$ cat config.mk
export PLATFORM = sky130hd
export DESIGN_NAME = led_fade_driver
export DESIGN_NICKNAME = d
export VERILOG_FILES = /design/src/rtl/led_fade_driver.sv
export SDC_FILE = /design/constraint.sdc
export NUM_CORES = 1
export LEC_CHECK = 0
export BUFFER_PORTS_ARGS = -buffer_cell sky130_fd_sc_hd__buf_4
export CORE_AREA = 5 5 86 88
export CTS_CLUSTER_DIAMETER = 200
export DETAILED_ROUTE_END_ITERATION = 6
export DIE_AREA = 0 0 91 93
export PLACE_DENSITY = 0.82
export SLEW_MARGIN = 10
export SYNTH_ARGS = -nofsm -noshare
export SYNTH_HDL_FRONTEND = slang
export SYNTH_SLANG_ARGS = --single-unit
$ cat constraint.sdc
create_clock -name clk -period 2.3 [get_ports clk]
set_input_delay 0.575 -clock clk [delete_from_list [all_inputs] [get_ports clk]]
set_output_delay 0.575 -clock clk [all_outputs]
set_load 0.01 [all_outputs]
$ cat src/rtl/led_fade_driver.sv
// Eight-LED fading driver: lit LEDs go to full brightness, unlit LEDs step down
// one level every DECAY_PERIODS PWM periods, and each level is rendered as PWM duty.
module led_fade_driver #(
    parameter int PWM_BITS      = 4,
    parameter int DECAY_PERIODS = 2
) (
    input  logic       clk,
    input  logic       rst,
    input  logic       pat_valid,
    input  logic [7:0] pat_in,
    output logic [7:0] led_out,
    output logic       decay_tick
);

    localparam logic [PWM_BITS-1:0] LVL_MAX  = '1;
    localparam logic [7:0]          PER_LAST = 8'(DECAY_PERIODS - 1);

    logic [7:0]                r_pat;
    logic [7:0][PWM_BITS-1:0]  r_level;
    logic [PWM_BITS-1:0]       r_pwm_cnt;
    logic [7:0]                r_per_cnt;

    logic                      w_period_end;
    logic                      w_decay;
    logic [7:0]                w_eff;
    logic [7:0][PWM_BITS-1:0]  w_level_nxt;
    logic [7:0]                w_led_nxt;

    assign w_period_end = (r_pwm_cnt == LVL_MAX);
    assign w_decay      = w_period_end && (r_per_cnt == PER_LAST);
    // A pattern arriving this cycle overrides the stored one, so a load that
    // coincides with a decay step lets newly cleared LEDs decay on that edge.
    assign w_eff        = pat_valid ? pat_in : r_pat;

    always_comb begin
        w_level_nxt = r_level;
        w_led_nxt   = '0;
        for (int i = 0; i < 8; i++) begin
            if (w_eff[i])
                w_level_nxt[i] = LVL_MAX;
            else if (w_decay && (r_level[i] != '0))
                w_level_nxt[i] = r_level[i] - 1'b1;
            w_led_nxt[i] = (r_level[i] > r_pwm_cnt);
        end
    end

    always_ff @(posedge clk or posedge rst) begin
        if (rst) begin
            r_pat      <= '0;
            r_level    <= '0;
            r_pwm_cnt  <= '0;
            r_per_cnt  <= '0;
            led_out    <= '0;
            decay_tick <= 1'b0;
        end else begin
            r_pwm_cnt  <= r_pwm_cnt + 1'b1;
            if (w_period_end)
                r_per_cnt <= (r_per_cnt == PER_LAST) ? 8'd0 : r_per_cnt + 8'd1;
            if (pat_valid)
                r_pat <= pat_in;
            r_level    <= w_level_nxt;
            led_out    <= w_led_nxt;
            decay_tick <= w_decay;
        end
    end

endmodule
== Word level (Yosys, flattened, before mapping) ==
Cells that the tools add are included.

* Output and inout port bits: 9
* Register bits: 61
* Input bits: 11
* Word-level logic and storage cells: 76

* Reductions and logical operators: 25
* Equality and inequality tests: 2
* $lt $le $gt $ge: 8
* $add $sub $neg: 10
* Multiplexer cells: 18

{| class="wikitable"
|+ Operators by type and width
! cell !! count
|-
| 2-to-1 mux 4 bit || 16
|-
| greater-than comparator 4 bit || 8
|-
| nonzero test 4 bit || 8
|-
| subtractor 4 x 1 -> 4 bit (second input constant) || 8
|-
| 2-to-1 mux 8 bit || 2
|-
| nonzero test 2 bit || 8
|-
| logical AND 1 bit || 9
|-
| adder 8 x 1 -> 8 bit (second input constant) || 1
|-
| == test 8 x 1 -> 1 bit (second input constant) || 1
|-
| adder 4 x 1 -> 4 bit (second input constant) || 1
|-
| == test 4 bit (second input constant) || 1
|}

== Depth between registers and ports, before layout ==
Gate-level depths: netlist of run 1.

* Depth in word-level cells: 5
* Mapped depth: 8
* Gate-level depth less buffers: 7

== Least setup slack after synthesis of run 1 ==
No wires, ideal clock.

* Path type: reg2reg
* Start: register r_pwm_cnt[0]
* End: register r_level[16] in the netlist's numbering
* Clock period less this slack: 1.743 ns
* Stages on the path, launching flop included: 7
* Slack: 0.557 ns
* Path buffers: 1
* Data required time: 2.165 ns
* Arrival time: 1.608 ns
* Library setup time: 0.135 ns
* Path through: dfrtp_1 -> ha_1 -> and3_1 -> buf_1 -> nand4_1 -> xnor2_1 -> nand2_1

* Word-level cells in the longest chain between the ends: 4

{| class="wikitable"
|+ Ends and longest elaborated chain
! element !! line !! RTL
|-
| from (decl) || 20 || <nowiki>logic [PWM_BITS-1:0] r_pwm_cnt;</nowiki>
|-
| from (signal assigned) || 56 || <nowiki>r_pwm_cnt <= r_pwm_cnt + 1'b1;</nowiki>
|-
| == test 4 bit || 29 || <nowiki>assign w_period_end = (r_pwm_cnt == LVL_MAX);</nowiki>
|-
| logical AND 1 bit || 30 || <nowiki>assign w_decay = w_period_end && (r_per_cnt == PER_LAST);</nowiki>
|-
| logical AND 1 bit || 41 || <nowiki>else if (w_decay && (r_level[i] != '0))</nowiki>
|-
| nonzero test 2 bit (no source line) || - ||
|-
| to (signal assigned) || 61 || <nowiki>r_level <= w_level_nxt;</nowiki>
|-
| to (decl) || 19 || <nowiki>logic [7:0][PWM_BITS-1:0] r_level;</nowiki>
|}

Every way passes these cells.
A chain may end at the register's enable or synchronous reset.

== Worst setup path after layout of run 1 ==
* Start: register r_per_cnt[2]
* End: register r_level[2] in the netlist's numbering

* Word-level cells in the longest chain between the ends: 4

{| class="wikitable"
|+ Ends and longest elaborated chain
! element !! line !! RTL
|-
| from (decl) || 21 || <nowiki>logic [7:0] r_per_cnt;</nowiki>
|-
| from (signal assigned) || 58 || <nowiki>r_per_cnt <= (r_per_cnt == PER_LAST) ? 8'd0 : r_per_cnt + 8'd1;</nowiki>
|-
| == test 8 x 1 -> 1 bit || 30 ||
|-
| logical AND 1 bit || 30 ||
|-
| logical AND 1 bit || 41 ||
|-
| nonzero test 2 bit (no source line) || - ||
|}

Every way passes these cells.

==> impl_results.html, run 1 <==
<table>
<tr><th>Metric</th><th>Value</th></tr>
<tr><th colspan="2">Worst setup path</th></tr>
<tr><td>Setup Crit Path Kind</td><td>flop to flop</td></tr>
<tr><td>Crit path max-delay cell type</td><td>sky130_fd_sc_hd__nor4_4</td></tr>
<tr><td>Crit path required time</td><td>around 2.5 ns</td></tr>
<tr><td>Worst r2r path cells</td><td>5</td></tr>
<tr><td>Type of destination of the critical path</td><td>flop</td></tr>
<tr><td>Worst path cell trace</td><td>nor4_4, nand3_2, inv_2, nand2_1, a211o_1</td></tr>
<tr><td>Number of buffers and inverters on the critical path</td><td>1</td></tr>
<tr><td>Max incr delay on CP</td><td>0.51 ns</td></tr>
<tr><td>Nature of the critical path startpoint</td><td>flop</td></tr>
<tr><td>Top Family by Delay on Critical Path</td><td>simple AND/OR/NAND/NOR gates</td></tr>
<tr><td>Data arrival time of the critical path</td><td>a little over 2 ns</td></tr>
<tr><td>Worst path depth</td><td>5</td></tr>
<tr><td>Maximum fanout along the worst path</td><td>12</td></tr>
<tr><th colspan="2">Routing</th></tr>
<tr><td>Total wire length after detailed routing</td><td>around 7600 um</td></tr>
<tr><td>DRT Pass-1 Iters</td><td>4</td></tr>
<tr><td>DR DRC count</td><td>0</td></tr>
<tr><td>Number of antenna-violating nets in the routed design</td><td>0</td></tr>
<tr><td>Count of vias placed by the detailed router</td><td>roughly 2700</td></tr>
<tr><td>Drt first-iter violations</td><td>approximately 110</td></tr>
<tr><td>Routed via count divided by cell count</td><td>approximately 5.9</td></tr>
<tr><td>Detail-routed net length per standard cell</td><td>16.4 um</td></tr>
<tr><th colspan="2">Clock network</th></tr>
<tr><td>Sink count of the clock tree</td><td>approximately 60</td></tr>
<tr><td>Clock-pin slew of the registers on the worst-case setup and hold paths</td><td>0.07 ns</td></tr>
<tr><td>Number of post-CTS setup repair buffers</td><td>0</td></tr>
<tr><td>Clock tree from TritonCTS</td><td>yes</td></tr>
<tr><td>Clock latency at the later pin of the worst-skew pair</td><td>0.34 ns</td></tr>
<tr><td>Clock root cell</td><td>sky130_fd_sc_hd__clkbuf_8</td></tr>
<tr><td>Number of buffers added to fix hold violations after cts</td><td>0</td></tr>
<tr><td>Gates resized, CTS repair</td><td>0</td></tr>
<tr><td>CTS max path bufs</td><td>2</td></tr>
<tr><td>CTS H-tree depth</td><td>3</td></tr>
<tr><td>Clock buffer count from CTS</td><td>9</td></tr>
<tr><th colspan="2">Timing</th></tr>
<tr><td>Post-route clock period utilization</td><td>0.805</td></tr>
<tr><td>Worst Skew</td><td>0.00948 ns</td></tr>
<tr><td>Setup WS post-layout</td><td>between 0.4 and 0.5 ns</td></tr>
<tr><td>Worst-Margin Slew</td><td>between 0.4 and 0.5 ns</td></tr>
<tr><td>Fin. max-slew vios</td><td>0</td></tr>
<tr><td>Setup TNS</td><td>0 ns</td></tr>
<tr><td>Min Tclk post-route</td><td>1.85 ns</td></tr>
<tr><td>RSZ-0062 raised after global routing</td><td>false</td></tr>
<tr><td>Slew headroom</td><td>0.696</td></tr>
<tr><td>Number of endpoints failing setup at the final stage</td><td>0</td></tr>
<tr><td>Max Fclk</td><td>between 500 and 600 MHz</td></tr>
<tr><td>Count of endpoints failing hold in the final timing report</td><td>0</td></tr>
<tr><th colspan="2">GRT</th></tr>
<tr><td>Number of antenna violations at the first check in global routing</td><td>0</td></tr>
<tr><td>Overall fraction of global-route tracks in use</td><td>0.194</td></tr>
<tr><td>Most used routing layer in global routing</td><td>met2</td></tr>
<tr><td>Met2 track demand over resource in global routing</td><td>0.320</td></tr>
<tr><td>Met3 GRT Util</td><td>0.0322</td></tr>
<tr><td>Wire length of the first global-routing pass</td><td>roughly 13000 um</td></tr>
<tr><td>Largest net degree at the start of global routing</td><td>21</td></tr>
<tr><td>Remaining global-route overflow</td><td>0</td></tr>
<tr><td>Vias in the first global route</td><td>approximately 2800</td></tr>
<tr><td>Met1 routing resource usage after global routing</td><td>0.246</td></tr>
<tr><th colspan="2">Die</th></tr>
<tr><td>Die area</td><td>approximately 8500 sq um</td></tr>
<tr><td>I/O pin cnt</td><td>20</td></tr>
<tr><td>Core area</td><td>between 6000 and 7000 sq um</td></tr>
<tr><td>Die height</td><td>~93 um</td></tr>
<tr><td>Cell Rows</td><td>30</td></tr>
<tr><td>Width of the die</td><td>between 90 and 100 um</td></tr>
<tr><td>Initial core utilization</td><td>0.528</td></tr>
<tr><th colspan="2">Synth</th></tr>
<tr><td>Nets in the synthesized netlist</td><td>approximately 400</td></tr>
<tr><td>Most instantiated flip-flop cell in the synthesis netlist</td><td>sky130_fd_sc_hd__dfrtp_1</td></tr>
<tr><td>Mean instance size in the synthesized netlist</td><td>~10 sq um</td></tr>
<tr><td>Distinct cell type count after synthesis</td><td>32</td></tr>
<tr><td>Synth top area cells</td><td>sky130_fd_sc_hd__dfrtp_1 44%, sky130_fd_sc_hd__ha_1 16%, sky130_fd_sc_hd__inv_1 4.3%</td></tr>
<tr><td>FF+latch count, synth</td><td>between 60 and 70</td></tr>
<tr><td>Post-synthesis instance area</td><td>~3500 sq um</td></tr>
<tr><td>Post-synthesis sequential area ratio</td><td>0.440</td></tr>
<tr><td>Mapped Cells</td><td>345</td></tr>
<tr><td>Yosys top cell area share</td><td>0.440</td></tr>
<tr><td>Number of enable flip-flop cells after synthesis</td><td>0</td></tr>
<tr><td>Area leader, netlist</td><td>sky130_fd_sc_hd__dfrtp_1</td></tr>
<tr><td>Warnings from Yosys</td><td>0</td></tr>
<tr><td>Fraction of registers with async set or reset after synthesis</td><td>1.00</td></tr>
<tr><th colspan="2">Layout</th></tr>
<tr><td>Diodes inserted</td><td>0</td></tr>
<tr><td>Register area</td><td>~1500 sq um</td></tr>
<tr><td>Number of nets in the layout</td><td>between 400 and 500</td></tr>
<tr><td>Area of the multi-input gates</td><td>1750 sq um</td></tr>
<tr><td>Signed area change from the synthesized netlist to the final layout</td><td>14.4%</td></tr>
<tr><td>Summed area of non-filler cells in the final layout</td><td>between 3000 and 4000 sq um</td></tr>
<tr><td>Share of layout cells above drive strength 1</td><td>0.146</td></tr>
<tr><td>Filler Cell Count</td><td>about 540</td></tr>
<tr><th colspan="2">Placed design</th></tr>
<tr><td>Weighted congestion at the end of routability-driven global placement</td><td>0.803</td></tr>
<tr><td>HPWL after DPL</td><td>~5400 um</td></tr>
<tr><td>Input/output buffers</td><td>19</td></tr>
<tr><td>Post-Place Cell Area</td><td>roughly 3700 sq um</td></tr>
<tr><td>Post-placement setup slack</td><td>roughly 0.47 ns</td></tr>
<tr><th colspan="2">Run</th></tr>
<tr><td>Count of max-cap constraint violations</td><td>0</td></tr>
<tr><th colspan="2">Min path</th></tr>
<tr><td>Hold crit path type</td><td>input port to asynchronous set/reset pin</td></tr>
<tr><th colspan="2">Power</th></tr>
<tr><td>P_leak</td><td>0.00173 uW</td></tr>
<tr><td>Max VDD drop</td><td>roughly 0.00038 V</td></tr>
<tr><td>PD cells</td><td>roughly 570 nW/um^2</td></tr>
<tr><th colspan="2">Status</th></tr>
<tr><td>Status</td><td>finished clean</td></tr>
</table>
==> flip-flops by register name, summed over array words and instances, names as in the netlist <==
register    cells
r_per_cnt       8
r_pat           8
led_out         8
decay_tick      1
r_pwm_cnt       4
r_level        32
==> cells in the mapped netlist (9+ instances only) <==
| master | number |
|---|---|
| sky130_fd_sc_hd__ha_1 | 43 |
| sky130_fd_sc_hd__dfrtp_1 | 61 |
| sky130_fd_sc_hd__inv_1 | 40 |
| sky130_fd_sc_hd__o21ai_0 | 12 |
| sky130_fd_sc_hd__nand4_1 | 18 |
| sky130_fd_sc_hd__nor2_1 | 12 |
| sky130_fd_sc_hd__xnor2_1 | 12 |
| sky130_fd_sc_hd__a21oi_1 | 16 |
| sky130_fd_sc_hd__nand3_1 | 9 |
| sky130_fd_sc_hd__o211ai_1 | 13 |
| sky130_fd_sc_hd__nand2_1 | 31 |
| sky130_fd_sc_hd__nor3_1 | 15 |
==> through the flow <==
step	total power, uW	cells	hold WS [ns]	utilization
final	2260	463	0.230	0.604
after global routing	2330	463	0.263	0.604
after CTS	2270	463	0.237	0.604
after detailed placement	1200	447	0.506	0.570
after global placement	1190	447	0.492	0.570
after floorplan	1160	345	0.473	-
==> where the power goes <==
group	switching, uW	total, uW	internal (uW)	leakage [uW]
registers	4.15	1090	1090	0.000616
logic	58.0	83.5	25.5	0.000998
clock network	420	1090	666	0.000116
total	483	2260	1780	0.00173
==> worst paths after layout <==
kind / end / startpoint / slack (ns)
worst max-delay path: r_level[2]$_DFFE_PP0P_ / r_per_cnt[2]$_DFFE_PP0N_ / 0.45
worst min-delay path: led_out[3]$_DFF_PP0_ / rst / 0.23
worst max register to register: r_level[2]$_DFFE_PP0P_ / r_per_cnt[2]$_DFFE_PP0N_ / 0.45
worst min register to register: r_pwm_cnt[1]$_DFF_PP0_ / r_pwm_cnt[0]$_DFF_PP0_ / 0.52
max in group asynchronous: r_level[7]$_DFFE_PP0P_ / rst / 1.49
min in group clk: r_pwm_cnt[1]$_DFF_PP0_ / r_pwm_cnt[0]$_DFF_PP0_ / 0.52
==> metal layers <==
metal,up-vias,routed length [um]
li1,1297,-
met1,1341,3380
met2,59,3780
met3,12,321
met4,0,115
met5,-,0
==> worst register-to-register path, cell delays in order, from the launching register on <==
cell	delay, ns
sky130_fd_sc_hd__dfrtp_1	0.45
sky130_fd_sc_hd__nor4_4	0.51
sky130_fd_sc_hd__nand3_2	0.15
sky130_fd_sc_hd__inv_2	0.23
sky130_fd_sc_hd__nand2_1	0.09
sky130_fd_sc_hd__a211o_1	0.30
==> cell families (layout without fill, tap and decap cells) <==
family | count (synthesis) | after routing | share of synthesized area
XOR/XNOR | 16 | 16 | 0.0404
multiplexers | 8 | 8 | 0.0231
flip-flops | 61 | 61 | 0.440
adder cells (fa/ha/maj) | 43 | 43 | 0.155
AO/OA/AOI/OAI | 61 | 61 | 0.112
AND/OR/NAND/NOR | 109 | 109 | 0.175
buffers and inverters | 47 | 85 | 0.0548
==> cell type report <==
cell class,instances,area share
clock buffers,12,0.0391
well taps,80,0.0252
multi-input cells,237,0.442
repair buffers,28,0.0530
inverters,41,0.0388
flip-flops and latches,61,0.385
clock inverters,4,0.0177
==> cell usage in the layout, fill, tap and decap left out <==
cell type,netlist,layout
sky130_fd_sc_hd__xor2_1,4,4
sky130_fd_sc_hd__nor2_1,12,12
sky130_fd_sc_hd__nand2_1,31,31
sky130_fd_sc_hd__dfrtp_1,61,61
sky130_fd_sc_hd__and4_1,5,5
sky130_fd_sc_hd__o211ai_1,13,13
sky130_fd_sc_hd__or3b_2,8,8
sky130_fd_sc_hd__nor3_1,15,15
sky130_fd_sc_hd__and3_1,2,2
sky130_fd_sc_hd__o21ai_0,12,12
sky130_fd_sc_hd__clkbuf_8,0,11
sky130_fd_sc_hd__ha_1,43,43
sky130_fd_sc_hd__nor4_4,1,1
sky130_fd_sc_hd__inv_1,40,39
sky130_fd_sc_hd__nand4_1,18,18
sky130_fd_sc_hd__inv_2,1,2
sky130_fd_sc_hd__mux2i_1,8,8
sky130_fd_sc_hd__a21oi_1,16,16
sky130_fd_sc_hd__nor3b_2,1,1
sky130_fd_sc_hd__a211o_1,8,8
sky130_fd_sc_hd__clkbuf_1,1,1
sky130_fd_sc_hd__nand3_2,1,1
sky130_fd_sc_hd__a22o_1,1,1
sky130_fd_sc_hd__and4b_1,1,1
sky130_fd_sc_hd__buf_4,1,28
sky130_fd_sc_hd__nor2b_1,5,5
sky130_fd_sc_hd__clkinv_2,0,2
sky130_fd_sc_hd__xnor2_1,12,12
sky130_fd_sc_hd__o21a_1,3,3
sky130_fd_sc_hd__bufinv_16,0,2
sky130_fd_sc_hd__a31oi_1,8,8
sky130_fd_sc_hd__nand3_1,9,9
No activity file was read; power rests on OpenSTA's default activity.
==> inputs of run 2 (changes only) <==
- clock period: 2.3 -> 1.91 ns (I/O delays scaled with it)
==> run 2 against run 1 <==
- first-iteration DRC count increased by 21%
- design area about the same
- fmax rose by 7.1%
- sequential share of layout area barely moved
- setup slack got worse by 0.27 ns
- register-to-register slack got worse by 0.27 ns
- power up 7.5%
- clock power fell by 6%
- clock-buffer cell count increased by 3
- wire length decreased by 3.5%
- global-route usage shrank 0.87 points
- via count down 1.0%
- critical path type unchanged
- critical endpoint is now r_level[6]$_DFFE_PP0P_
- largest power group unchanged
==> impl_results.html, run 2 (synthesis results as in run 1) <==
<table>
<tr><th>Metric</th><th>Value</th></tr>
<tr><th colspan="2">Clock network</th></tr>
<tr><td>Number of buffers added to fix hold violations after cts</td><td>0</td></tr>
<tr><td>CTS max path bufs</td><td>2</td></tr>
<tr><td>Sink count of the clock tree</td><td>61</td></tr>
<tr><td>Clock latency at the later pin of the worst-skew pair</td><td>0.34 ns</td></tr>
<tr><td>Clock root cell</td><td>sky130_fd_sc_hd__clkbuf_8</td></tr>
<tr><td>Gates resized, CTS repair</td><td>0</td></tr>
<tr><td>Number of post-CTS setup repair buffers</td><td>0</td></tr>
<tr><td>Clock tree from TritonCTS</td><td>yes</td></tr>
<tr><td>CTS H-tree depth</td><td>3</td></tr>
<tr><td>Clock-pin slew of the registers on the worst-case setup and hold paths</td><td>about 0.06 ns</td></tr>
<tr><td>Clock buffer count from CTS</td><td>9</td></tr>
<tr><th colspan="2">Timing</th></tr>
<tr><td>Fin. max-slew vios</td><td>0</td></tr>
<tr><td>Worst-Margin Slew</td><td>between 0.4 and 0.5 ns</td></tr>
<tr><td>Count of endpoints failing hold in the final timing report</td><td>0</td></tr>
<tr><td>Final Hold Slack</td><td>0.207 ns</td></tr>
<tr><td>RSZ-0062 raised after global routing</td><td>false</td></tr>
<tr><td>Slew headroom</td><td>0.682</td></tr>
<tr><td>Worst Skew</td><td>slightly above 0.008 ns</td></tr>
<tr><td>Min Tclk post-route</td><td>approximately 1.7 ns</td></tr>
<tr><td>Post-route clock period utilization</td><td>0.905</td></tr>
<tr><td>Number of endpoints failing setup at the final stage</td><td>0</td></tr>
<tr><td>Setup TNS</td><td>0 ns</td></tr>
<tr><td>Max Fclk</td><td>578 MHz</td></tr>
<tr><td>Setup WS post-layout</td><td>around 0.18 ns</td></tr>
<tr><th colspan="2">Worst setup path</th></tr>
<tr><td>Type of destination of the critical path</td><td>flop</td></tr>
<tr><td>Setup Crit Path Kind</td><td>flop to flop</td></tr>
<tr><td>Worst path cell trace</td><td>inv_1, ha_1, nor3b_2, nand3_2, inv_2, buf_12, nand3_1, o211ai_1</td></tr>
<tr><td>Crit path required time</td><td>~2.2 ns</td></tr>
<tr><td>Max incr delay on CP</td><td>0.42 ns</td></tr>
<tr><td>Nature of the critical path startpoint</td><td>flop</td></tr>
<tr><td>Top Family by Delay on Critical Path</td><td>simple AND/OR/NAND/NOR gates</td></tr>
<tr><td>Crit path max-delay cell type</td><td>sky130_fd_sc_hd__dfrtp_1</td></tr>
<tr><td>Number of buffers and inverters on the critical path</td><td>3</td></tr>
<tr><td>Maximum fanout along the worst path</td><td>9</td></tr>
<tr><td>Data arrival time of the critical path</td><td>1.97 ns</td></tr>
<tr><th colspan="2">GRT</th></tr>
<tr><td>Met1 routing resource usage after global routing</td><td>0.228</td></tr>
<tr><td>Vias in the first global route</td><td>2720</td></tr>
<tr><td>Number of antenna violations at the first check in global routing</td><td>0</td></tr>
<tr><td>Overall fraction of global-route tracks in use</td><td>0.186</td></tr>
<tr><td>Most used routing layer in global routing</td><td>met2</td></tr>
<tr><td>Wire length of the first global-routing pass</td><td>12600 um</td></tr>
<tr><td>Met3 GRT Util</td><td>0.0539</td></tr>
<tr><td>Largest net degree at the start of global routing</td><td>62</td></tr>
<tr><td>Remaining global-route overflow</td><td>0</td></tr>
<tr><td>Met2 track demand over resource in global routing</td><td>0.313</td></tr>
<tr><th colspan="2">Routing</th></tr>
<tr><td>Detail-routed net length per standard cell</td><td>between 15 and 20 um</td></tr>
<tr><td>DRT Pass-1 Iters</td><td>5</td></tr>
<tr><td>Drt first-iter violations</td><td>128</td></tr>
<tr><td>Number of antenna-violating nets in the routed design</td><td>0</td></tr>
<tr><td>Total wire length after detailed routing</td><td>between 7000 and 8000 um</td></tr>
<tr><td>DR DRC count</td><td>0</td></tr>
<tr><td>Count of vias placed by the detailed router</td><td>2682</td></tr>
<tr><td>Routed via count divided by cell count</td><td>5.76</td></tr>
<tr><th colspan="2">Layout</th></tr>
<tr><td>Finished Core Util</td><td>0.604</td></tr>
<tr><td>Commonest cells after routing, fill and taps aside</td><td>61 x sky130_fd_sc_hd__dfrtp_1, 43 x sky130_fd_sc_hd__ha_1, 39 x sky130_fd_sc_hd__inv_1, 31 x sky130_fd_sc_hd__nand2_1, 29 x sky130_fd_sc_hd__buf_4</td></tr>
<tr><td>Most common cell after layout, fill and taps aside</td><td>sky130_fd_sc_hd__dfrtp_1</td></tr>
<tr><td>Signed area change from the synthesized netlist to the final layout</td><td>14.3%</td></tr>
<tr><td>Number of nets in the layout</td><td>about 440</td></tr>
<tr><td>Share of layout cells above drive strength 1</td><td>0.145</td></tr>
<tr><td>Register area</td><td>1530 sq um</td></tr>
<tr><td>Register with the most flip-flops</td><td>r_level</td></tr>
<tr><td>Filler Cell Count</td><td>approximately 550</td></tr>
<tr><td>Diodes inserted</td><td>0</td></tr>
<tr><td>Flip-flop count of the largest register, all copies and words added</td><td>32</td></tr>
<tr><td>Area of the multi-input gates</td><td>1750 sq um</td></tr>
<tr><th colspan="2">Placed design</th></tr>
<tr><td>Input/output buffers</td><td>19</td></tr>
<tr><td>Weighted congestion at the end of routability-driven global placement</td><td>between 0.8 and 0.9</td></tr>
<tr><td>HPWL after DPL</td><td>around 5200 um</td></tr>
<tr><td>Post-placement setup slack</td><td>about 0.17 ns</td></tr>
<tr><th colspan="2">Die</th></tr>
<tr><td>Width of the die</td><td>roughly 91 um</td></tr>
<tr><td>I/O pin cnt</td><td>20</td></tr>
<tr><td>Core area</td><td>between 6000 and 7000 sq um</td></tr>
<tr><td>Initial core utilization</td><td>0.528</td></tr>
<tr><td>Die height</td><td>between 90 and 100 um</td></tr>
<tr><td>Die area</td><td>about 8500 sq um</td></tr>
<tr><td>Cell Rows</td><td>30</td></tr>
<tr><th colspan="2">Power</th></tr>
<tr><td>P_leak</td><td>~0.0017 uW</td></tr>
<tr><td>Total power of the final layout</td><td>2430 uW</td></tr>
<tr><td>Max VDD drop</td><td>roughly 0.00045 V</td></tr>
<tr><td>PD cells</td><td>613 nW/um^2</td></tr>
<tr><th colspan="2">Min path</th></tr>
<tr><td>Hold crit path type</td><td>input port to asynchronous set/reset pin</td></tr>
<tr><th colspan="2">Run</th></tr>
<tr><td>Count of max-cap constraint violations</td><td>0</td></tr>
<tr><th colspan="2">Status</th></tr>
<tr><td>Status</td><td>finished clean</td></tr>
</table>
run 2: changes by cell type in the layout (fill, tap and decap cells not counted), sizes merged:
| cell | delta |
|---|---|
| clkbuf | +3 |
| buf | +3 |
| clkinvlp | +1 |
| clkinv | -1 |
| bufinv | -2 |
| inv | -1 |
run 2: path summary, 6_finish.rpt:
kind / start / to / slack, ns / cells past startpoint
max reg2reg: r_per_cnt[1]$_DFFE_PP0N_ / r_level[6]$_DFFE_PP0P_ / 0.18 / 8
max: r_per_cnt[1]$_DFFE_PP0N_ / r_level[6]$_DFFE_PP0P_ / 0.18 / 8
min: rst / r_level[26]$_DFFE_PP0P_ / 0.21 / 3
max in group asynchronous: rst / r_pat[3]$_DFF_PP0_ / 1.41 / 3
min in group clk: pat_in[0] / r_level[0]$_DFFE_PP0P_ / 0.41 / 3
min reg2reg: r_pat[0]$_DFF_PP0_ / r_level[0]$_DFFE_PP0P_ / 0.52 / 2
run 2: metal layers:
layer  share of wire  up-vias
met1            0.44     1310
met2            0.50       58
met4           0.013        0
met3           0.049       10
li1                -     1304
met5               0        -
run 2: report_power, final:
part | total [uW] | internal [uW] | switching, uW
Combinational | 100 | 31.3 | 68.7
Clock | 1020 | 542 | 476
Sequential | 1310 | 1310 | 4.07
run 2: final cells by class:
cell class | count | area share
well taps | 80 | 0.0252
flip-flops and latches | 61 | 0.385
multi-input cells | 237 | 0.442
clock buffers | 15 | 0.0420
repair buffers | 31 | 0.0650
clock inverters | 1 | 0.00126
inverters | 41 | 0.0397
run 2: per-stage QoR:
stage / cells / cell area, sq um
floorplan: 345 / 3470
global placement: 450 / 3790
detailed placement: 450 / 3790
CTS: 466 / 3970
global route: 466 / 3970
finish: 466 / 3970
run 2: worst min-delay path, cell delays in order:
cell and delay (ns):
sky130_fd_sc_hd__buf_4 0.12, sky130_fd_sc_hd__clkinvlp_4 0.07, sky130_fd_sc_hd__buf_12 0.28
